**config.mk**
```make
export PLATFORM = sky130hd
export DESIGN_NAME = uart_rx_circular_buffer
export DESIGN_NICKNAME = d
export VERILOG_FILES = /design/src/rtl/uart_rx_circular_buffer.sv
export SDC_FILE = /design/constraint.sdc
export NUM_CORES = 1
export LEC_CHECK = 0
export ABC_CLOCK_PERIOD_IN_PS = 2700
export BUFFER_PORTS_ARGS = -buffer_cell sky130_fd_sc_hd__buf_2
export CAP_MARGIN = 0
export CORE_MARGIN = 8
export CORE_UTILIZATION = 55
export CTS_BUF_LIST = sky130_fd_sc_hd__clkbuf_2 sky130_fd_sc_hd__clkbuf_4 sky130_fd_sc_hd__clkbuf_8
export CTS_CLUSTER_SIZE = 10
export DETAILED_ROUTE_END_ITERATION = 7
export GPL_TIMING_DRIVEN = 1
export PLACE_DENSITY = 0.82
export SETUP_SLACK_MARGIN = 0.4
export SKIP_CTS_REPAIR_TIMING = 1
export SLEW_MARGIN = 20
export SYNTH_ARGS = -nofsm -noshare
export SYNTH_HDL_FRONTEND = slang
export SYNTH_SLANG_ARGS = --single-unit
```
**constraint.sdc**
```tcl
create_clock -name clk -period 2.7 [get_ports clk]
set_input_delay 0.27 -clock clk [delete_from_list [all_inputs] [get_ports clk]]
set_output_delay 0.27 -clock clk [all_outputs]
set_load 0.005 [all_outputs]
```
**src/rtl/uart_rx_circular_buffer.sv**
```systemverilog
// Byte-wide circular receive buffer between UART RX and MMIO, oldest byte shown first-word-fall-through.
// Define UART_RX_BUF_OVERRUN_CNT_EN to build the saturating dropped-byte counter on overrun_count.
module uart_rx_circular_buffer #(
   parameter int DEPTH_LOG2 = 6
) (
   input  logic                  clk,
   input  logic                  resetn,
   input  logic [7:0]            rx_data,
   input  logic                  rx_valid,
   input  logic                  rd_en,
   input  logic                  flush,
   input  logic                  overrun_clr,
   output logic [7:0]            rd_data,
   output logic                  empty,
   output logic                  full,
   output logic [DEPTH_LOG2:0]   level,
   output logic                  overrun,
   output logic [7:0]            overrun_count
);

   localparam int DEPTH = 1 << DEPTH_LOG2;
   localparam logic [DEPTH_LOG2-1:0] PTR_ONE  = {{(DEPTH_LOG2-1){1'b0}}, 1'b1};
   localparam logic [DEPTH_LOG2:0]   LVL_ONE  = {{DEPTH_LOG2{1'b0}}, 1'b1};
   localparam logic [DEPTH_LOG2:0]   LVL_FULL = {1'b1, {DEPTH_LOG2{1'b0}}};

   logic [7:0]            mem [DEPTH];
   logic [DEPTH_LOG2-1:0] wr_ptr;
   logic [DEPTH_LOG2-1:0] rd_ptr;
   logic [DEPTH_LOG2:0]   level_q;
   logic                  overrun_q;
   logic                  rd_accept;
   logic                  wr_accept;
   logic                  ovf_evt;

   always_comb begin
      empty     = (level_q == '0);
      full      = (level_q == LVL_FULL);
      level     = level_q;
      overrun   = overrun_q;
      rd_data   = mem[rd_ptr];
      rd_accept = rd_en && !empty && !flush;
      // A pop in the same cycle frees the slot, so a push at full still succeeds.
      wr_accept = rx_valid && (!full || rd_accept) && !flush;
      ovf_evt   = rx_valid && full && !rd_accept && !flush;
   end

   // Storage is intentionally not reset; writes are blocked while reset is asserted.
   always_ff @(posedge clk) begin
      if (resetn && wr_accept)
         mem[wr_ptr] <= rx_data;
   end

   always_ff @(posedge clk) begin
      if (!resetn || flush) begin
         wr_ptr  <= '0;
         rd_ptr  <= '0;
         level_q <= '0;
      end else begin
         if (wr_accept)
            wr_ptr <= wr_ptr + PTR_ONE;
         if (rd_accept)
            rd_ptr <= rd_ptr + PTR_ONE;
         if (wr_accept && !rd_accept)
            level_q <= level_q + LVL_ONE;
         else if (rd_accept && !wr_accept)
            level_q <= level_q - LVL_ONE;
      end
   end

   always_ff @(posedge clk) begin
      if (!resetn)
         overrun_q <= 1'b0;
      else if (ovf_evt)
         overrun_q <= 1'b1;
      else if (overrun_clr)
         overrun_q <= 1'b0;
   end

`ifdef UART_RX_BUF_OVERRUN_CNT_EN
   logic [7:0] cnt_q;

   // New event wins over a coincident clear and restarts the count at 1.
   always_ff @(posedge clk) begin
      if (!resetn)
         cnt_q <= '0;
      else if (ovf_evt) begin
         if (overrun_clr)
            cnt_q <= 8'd1;
         else if (cnt_q != '1)
            cnt_q <= cnt_q + 8'd1;
      end else if (overrun_clr)
         cnt_q <= '0;
   end

   assign overrun_count = cnt_q;
`else
   assign overrun_count = '0;
`endif

endmodule
```
After elaboration in Yosys (flattened, before gate mapping) --
Memories as Yosys holds them, arrays and structs flattened. A register that Yosys moved wholly into a read port is not among the register bits. Cells that the tools add are included. W data, S select, Z words.
Word-level totals: bits in registers 20, bits in latches 0, memory bits (writable) 512, memory bits (read-only) 0, word-level logic and storage cells 39, memories 1
Cells by class: add/subtract/negate cells 4, $mul 0, divide/modulo/power cells 0, magnitude comparators 0, equal/unequal tests 1, shift-type cells 0, mux-type cells 8, bitwise gates (word level) 0, reductions and logical operators 21
Memory list:
- mem | words 64, bits a word 8, read ports 1, clocked after memory_dff 1, wr ports 1, RTL line 26 | logic [7:0] mem [DEPTH];
Operator list (count):
- $mux W7 | 2
- $add A6 B1 Y6 const B | 2
- $mux W6 | 2
- $logic_and A1 B1 Y1 | 10
- $add A7 B1 Y7 const B | 1
- $eq A7 B7 Y1 const B | 1
- $logic_not A7 Y1 | 1
- $sub A7 B1 Y7 const B | 1
- $logic_not A1 Y1 | 6
- $mux W1 | 4
- $reduce_bool A2 Y1 | 2
- $logic_or A1 B1 Y1 | 2

Longest topological paths before layout --
Gate-level depths: netlist of the first run.
depth in word-level cells 11, gate-level depth with buffers 11, gate-level depth less buffers 11

Least setup slack after synthesis of the first run --
Ideal clock, no wire load.
path type reg2reg, from register level_q[0] (netlist: level[0]), to register level_q[6] (netlist: level[6]), arrival time 2654 ps, path slack -26 ps, stages on the path, launching flop included 12, clock period less this slack 2726 ps, cell sequence dfxtp_1 nor4_1 a41oi_1 clkbuf_1 ha_1 inv_1 ha_1 nor2b_1 o21a_1 o21a_1 o211ai_1 mux2i_1
On the way: cells in the longest elaborated chain, start to end 10, elaborated cells between the ends (all ways) 18
Ends and longest elaborated chain:
- from (decl) | RTL line 29 | logic [DEPTH_LOG2:0] level_q;
- from (signal assigned) | RTL line 64 | level_q <= level_q + LVL_ONE;
- from (signal assigned) | RTL line 66 | level_q <= level_q - LVL_ONE;
- parallel branches: the longest is 10 deep, another holds $sub A7 B1 Y7
Parallel ways; which one is timed is not known. The select of a mux whose other input is x is not followed. A chain may end at the register's enable or synchronous reset.

==> impl_metrics.yaml, run 1 <==
run_status:
  status: "complete, but fails checks"
  violations: "hold timing, setup timing"
power_and_ir_drop:
  pwr_density_cell_nw_per_um2: 664.2
  p_leak_nw: 8.094
  ir_drop_uv: 378.2
die:
  dieArea_um2: 45010
  die_y_um: 212.2
  fp.coreArea_um2: 38290
  num_rows: 72
  start_util: 0.5528
  num_io_pins: 40
  fp.dieW_um: 212.2
layout:
  fin_nets: 1257
  multi_input_area_um2: 5296
  final_cell_mix: "edfxtp_1, mux4_2, clkbuf_8, buf_4, nor2_1"
  fill_cells: 2292
  stdcell_count: 1815
  final_common_cell: "edfxtp_1"
  regArea_um2: 15920
  syn2layout_area_growth_pct: 19.57
  drive_gt1_frac: 0.4028
clock_network:
  cts.reportedPaths.clkPinSlew_ns: 0.06
  numCtsBuffers: 83
  cts.sinks: 538
  cts.htree.levels: 3
  clkLatencyLatePin_ns: 0.64
  cts_tree: "done"
  clockRootBuffer: "clkbuf_8"
  cts_buffer_depth: 3
yosys:
  synth_flop_cell: "edfxtp_1"
  netlist_area_um2: 21160
  yosys_warnings: 0
  syn_inst: 1022
  avgSynthCellArea_um2: 20.71
  synth-async-reset-ratio: 0
  synth_edf_count: 512
  ys_types: 53
  ys_seq_elements: 538
  synth_seq_area_share: 0.7510
timing:
  finClkSkew_ns: 0.02695
  fin_tns_setup_ns: -3.702
  worstMarginPinSlew_ns: 1.019
  drv_slew: 0
  finalHoldViolCount: 7
  fin_ws_ns: -0.5160
  hold-worst-slack_ns: -0.0005788
  rsz0062_at_grt: "yes"
  period_share: 1.191
  clock.fmax_mhz: 310.9
  max_slew_margin: 0.3198
  setup_viol_count_final: 8
  post-route-min-period_ns: 3.216
placement:
  place.gp.congestion: 0.9041
  port_buffers: 31
  placedCellCount: 1638
  place_hpwl_mm: 30.47
drt:
  drcViolationCount: 0
  ant_nets: 0
  drt_iter0_markers: 1318
  finalWirelength_mm: 51.72
  vias: 11370
  via_per_inst: 6.266
  wl_per_cell_um: 28.49
  first_pass_iters: 5
global_route:
  grt_pass1_vias: 11460
  antenna_found_initial: 1
  grt_pass1_wl_mm: 71.73
  grtUsageTotal: 0.2184
  grt_overflow: 0
  grt_max_degree: 65
worst_setup_path:
  cp.required_ns: 2.43
  cp-end-kind: "primary output"
  crit_type: "register to primary output"
  worstPathMaxFanout: 7
  cp-start-kind: "register"
  crit_arrival_ns: 2.95
flow_run:
  drv_cap: 0
min_path:
  hold_path_class: "input port to register"
## metrics by stage
step | total power [mW] | cell area, um^2 | hold WS, ns | worst slack (ns) | utilization
2_1_floorplan | 9.790 | 21250 | 0.3689 | 0.3208 | -
3_3_place_gp | 10.07 | 22800 | 0.4851 | 0.06815 | 0.5955
3_5_place_dp | 10.10 | 22800 | 0.4961 | 0.002031 | 0.5955
4_1_cts | 16.68 | 24430 | -0.03569 | -0.6592 | 0.6382
5_1_grt | 17.30 | 25300 | -0.005599 | -0.5962 | 0.6609
6_report | 16.81 | 25310 | -0.0005788 | -0.5160 | 0.6609
## cells in the mapped netlist (5+ instances only)
master	count	area, um^2
and3_1	5	31.28
buf_1	6	22.52
buf_2	20	100.1
buf_4	15	112.6
clkbuf_1	17	63.81
dfxtp_1	26	520.5
edfxtp_1	512	15370
ha_1	9	112.6
inv_1	8	30.03
mux2i_1	20	200.2
mux4_2	147	3311
nand2_1	20	75.07
nand2b_1	5	31.28
nand3_1	14	70.07
nand3b_1	8	60.06
nand4_1	6	37.54
nor2_1	95	356.6
nor2b_1	7	43.79
nor3_1	8	40.04
o21ai_0	5	25.02
o22ai_1	5	31.28
xor2_1	10	87.58
## power breakdown
group          total [mW]  internal [mW]  switching, mW
combinational       0.941          0.449          0.492
clock                6.70           3.66           3.04
sequential           9.17           9.14         0.0231
total                16.8           13.3           3.55
## logic make-up after synthesis
group	share of synthesized area
adders and majority gates	0.006267
DFF	0.7510
AOI/OAI and AO/OA	0.01543
xor gates and xnor gates	0.004966
muxes	0.1670
buffers and inverters	0.01626
other	0.0001772
and+or+nand+nor	0.03890
## flip-flops by register name, indices dropped and copies added (netlist names), named ones only
signal	count
mem	512
overrun	1
level	7
wr_ptr	6
rd_ptr	6
## area by class of cell
class | instances | area share
inverter | 9 | 0.001632
tap | 518 | 0.02561
antenna | 1 | 0.00009889
clock inverter | 28 | 0.006774
sequential | 538 | 0.6292
timing repair buffer | 178 | 0.06957
multi-input combinational | 423 | 0.2093
clock buffer | 120 | 0.05785
## worst max-delay path, stage by stage (launching register included)
cell and delay (ns):
dfxtp_4 0.40, buf_12 0.15, buf_16 0.15, mux4_2 0.56, mux4_2 0.55, o22ai_1 0.18
buf_4 0.15, nor3_1 0.05, buf_2 0.13
## metal layers
layer,global-route usage,part of all wire,vias up
met5,0,0.00025,-
met4,0.09681,0.040,2
met3,0.04260,0.10,146
met2,0.3660,0.51,709
met1,0.2766,0.35,5876
li1,-,-,4640
## path summary, 6_finish.rpt
| path | from | to | slack [ns] | cells after the start |
|---|---|---|---|---|
| hold / removal | rx_data[3] | mem[57][3] | -0.0006 | 1 |
| setup reg to reg | level[2] | level[6] | 0.24 | 11 |
| hold reg to reg | level[3] | level[3] | 0.51 | 2 |
| setup / recovery | register | rd_data[1] | -0.52 | 8 |
(Power assumes the default switching activity.)
==> run 2: changes to the inputs <==
- BUFFER_PORTS_ARGS: -buffer_cell sky130_fd_sc_hd__buf_2 -> unset
- DONT_BUFFER_PORTS: unset -> 1
- PLACE_DENSITY: 0.82 -> 0.81
==> run 2 against run 1 <==
Effect of this change:
- the flow finishes with violations (setup timing)
- first-iteration DRC count increased by 11%
- combinational power grew 4.7%
- maximum frequency rose by 2.7%
- non-clock buffer count fell by 11
- sequential power about the same
- critical endpoint is now rd_data[0]
==> impl_metrics.yaml, run 2 (synthesis gave the netlist of run 1 again) <==
placement:
  place_ws_ns: 0.1564
  port_buffers: 0
  place_hpwl_mm: 29.19
  placed_area_um2: 22490
  place.gp.congestion: 0.8314
  placedCellCount: 1591
power_and_ir_drop:
  seqPwrFrac: 0.539
  p_sw_mw: 3.661
  p_leak_nw: 8.063
  combPwrFrac: 0.058
  pwr_density_cell_nw_per_um2: 665.5
  swShare: 0.2155
  cellInternalPower_mw: 13.33
  ir_drop_uv: 450.8
  clockPowerShare: 0.403
clock_network:
  cts.htree.levels: 3
  clkLatencyLatePin_ns: 0.65
  clockRootBuffer: "clkbuf_8"
  cts_buffer_depth: 3
  cts_tree: "done"
  cts.reportedPaths.clkPinSlew_ns: 0.06
  numCtsBuffers: 84
  cts.sinks: 538
timing:
  period_share: 1.159
  rsz0062_at_grt: "yes"
  drv_slew: 0
  post-route-min-period_ns: 3.130
  clock.fmax_mhz: 319.4
  finClkSkew_ns: 0.03649
  worstMarginPinSlew_ns: 0.7645
  max_slew_margin: 0.4903
  fin_tns_setup_ns: -2.852
  setup_viol_count_final: 8
  finalHoldViolCount: 0
  fin_ws_ns: -0.4304
die:
  fp.coreArea_um2: 38290
  start_util: 0.5528
  fp.dieW_um: 212.2
  num_rows: 72
  dieArea_um2: 45010
  num_io_pins: 40
  die_y_um: 212.2
global_route:
  grt_pass1_wl_mm: 70.47
  antenna_found_initial: 0
  grtUsageTotal: 0.2138
  grt_max_degree: 65
  grt_overflow: 0
  grt_pass1_vias: 11150
worst_setup_path:
  r2r_slack_ns: 0.16
  cp.required_ns: 2.43
  cp-end-kind: "primary output"
  cpPeakStageDelay_ns: 0.56
  cp-start-kind: "register"
  worst_path_max_delay_cell: "mux4_2"
  path_cells: "buf_12, mux4_2, nor3b_1, o21ai_0, o311a_4, a211o_4"
  crit_arrival_ns: 2.86
  crit_type: "register to primary output"
  worstPathMaxFanout: 14
layout:
  largest_reg_flops: 512
  finalInstanceArea_um2: 25530
  final_common_cell: "edfxtp_1"
  final_util: 0.6669
  fill_cells: 2253
  final_cell_mix: "edfxtp_1, mux4_2, buf_4, clkbuf_8, nor2_1"
  top_register: "mem"
  fin_nets: 1247
  syn2layout_area_growth_pct: 20.64
  diodes: 0
  drive_gt1_frac: 0.4078
  stdcell_count: 1803
drt:
  ant_nets: 0
  vias: 11250
  first_pass_iters: 5
  drt_iter0_markers: 1469
  via_per_inst: 6.237
  drcViolationCount: 0
  wl_per_cell_um: 28.60
  finalWirelength_mm: 51.57
run_status:
  status: "complete, but fails checks"
  violations: "setup timing"
flow_run:
  drv_cap: 0
min_path:
  hold_path_class: "input port to register"
run 2: per-layer routing:
metal | share of wire | global-route usage
met4 | 0.042 | 0.09538
met2 | 0.51 | 0.3422
met1 | 0.35 | 0.2784
met5 | 0 | 0
met3 | 0.099 | 0.05174
run 2: final cells by class:
type,count,area [um^2],area share
sequential,538,15920,0.6234
clock buffer,112,1379,0.05400
timing repair buffer,167,1797,0.07037
inverter,9,41.29,0.001617
clock inverter,36,279.0,0.01093
tap,518,648.1,0.02538
multi-input combinational,423,5470,0.2143
run 2: power groups by stage:
stage	combinational, mW	sequential [mW]	clock [mW]
2_1_floorplan	0.451	9.34	0
3_3_place_gp	0.580	9.34	0
3_5_place_dp	0.589	9.34	0
4_1_cts	0.592	9.17	6.87
5_1_grt	1.04	9.16	7.28
6_report	0.985	9.17	6.84
run 2: final timing paths:
| path | start | to | cells after the start |
|---|---|---|---|
| worst min register to register | level[6] | level[6] | 2 |
| worst min-delay path | rx_data[3] | mem[60][3] | 1 |
| worst max register to register | level[1] | level[6] | 11 |
| worst max-delay path | register | rd_data[0] | 6 |
run 2: worst max-delay path: cells and delay by family, from the launching register on:
kind / cells / cell delay [ns]
AO/OA/AOI/OAI: 3 / 0.76
buffers and inverters: 1 / 0.18
flip-flops: 1 / 0.40
multiplexers: 1 / 0.56
AND/OR/NAND/NOR: 1 / 0.30
run 2: metrics by stage:
stage	total power, mW	hold WS [ns]
after floorplan	9.790	0.3689
after global placement	9.921	0.3756
after detailed placement	9.931	0.3751
after CTS	16.63	-0.3205
after global routing	17.49	-0.005946
final	16.99	0.004585
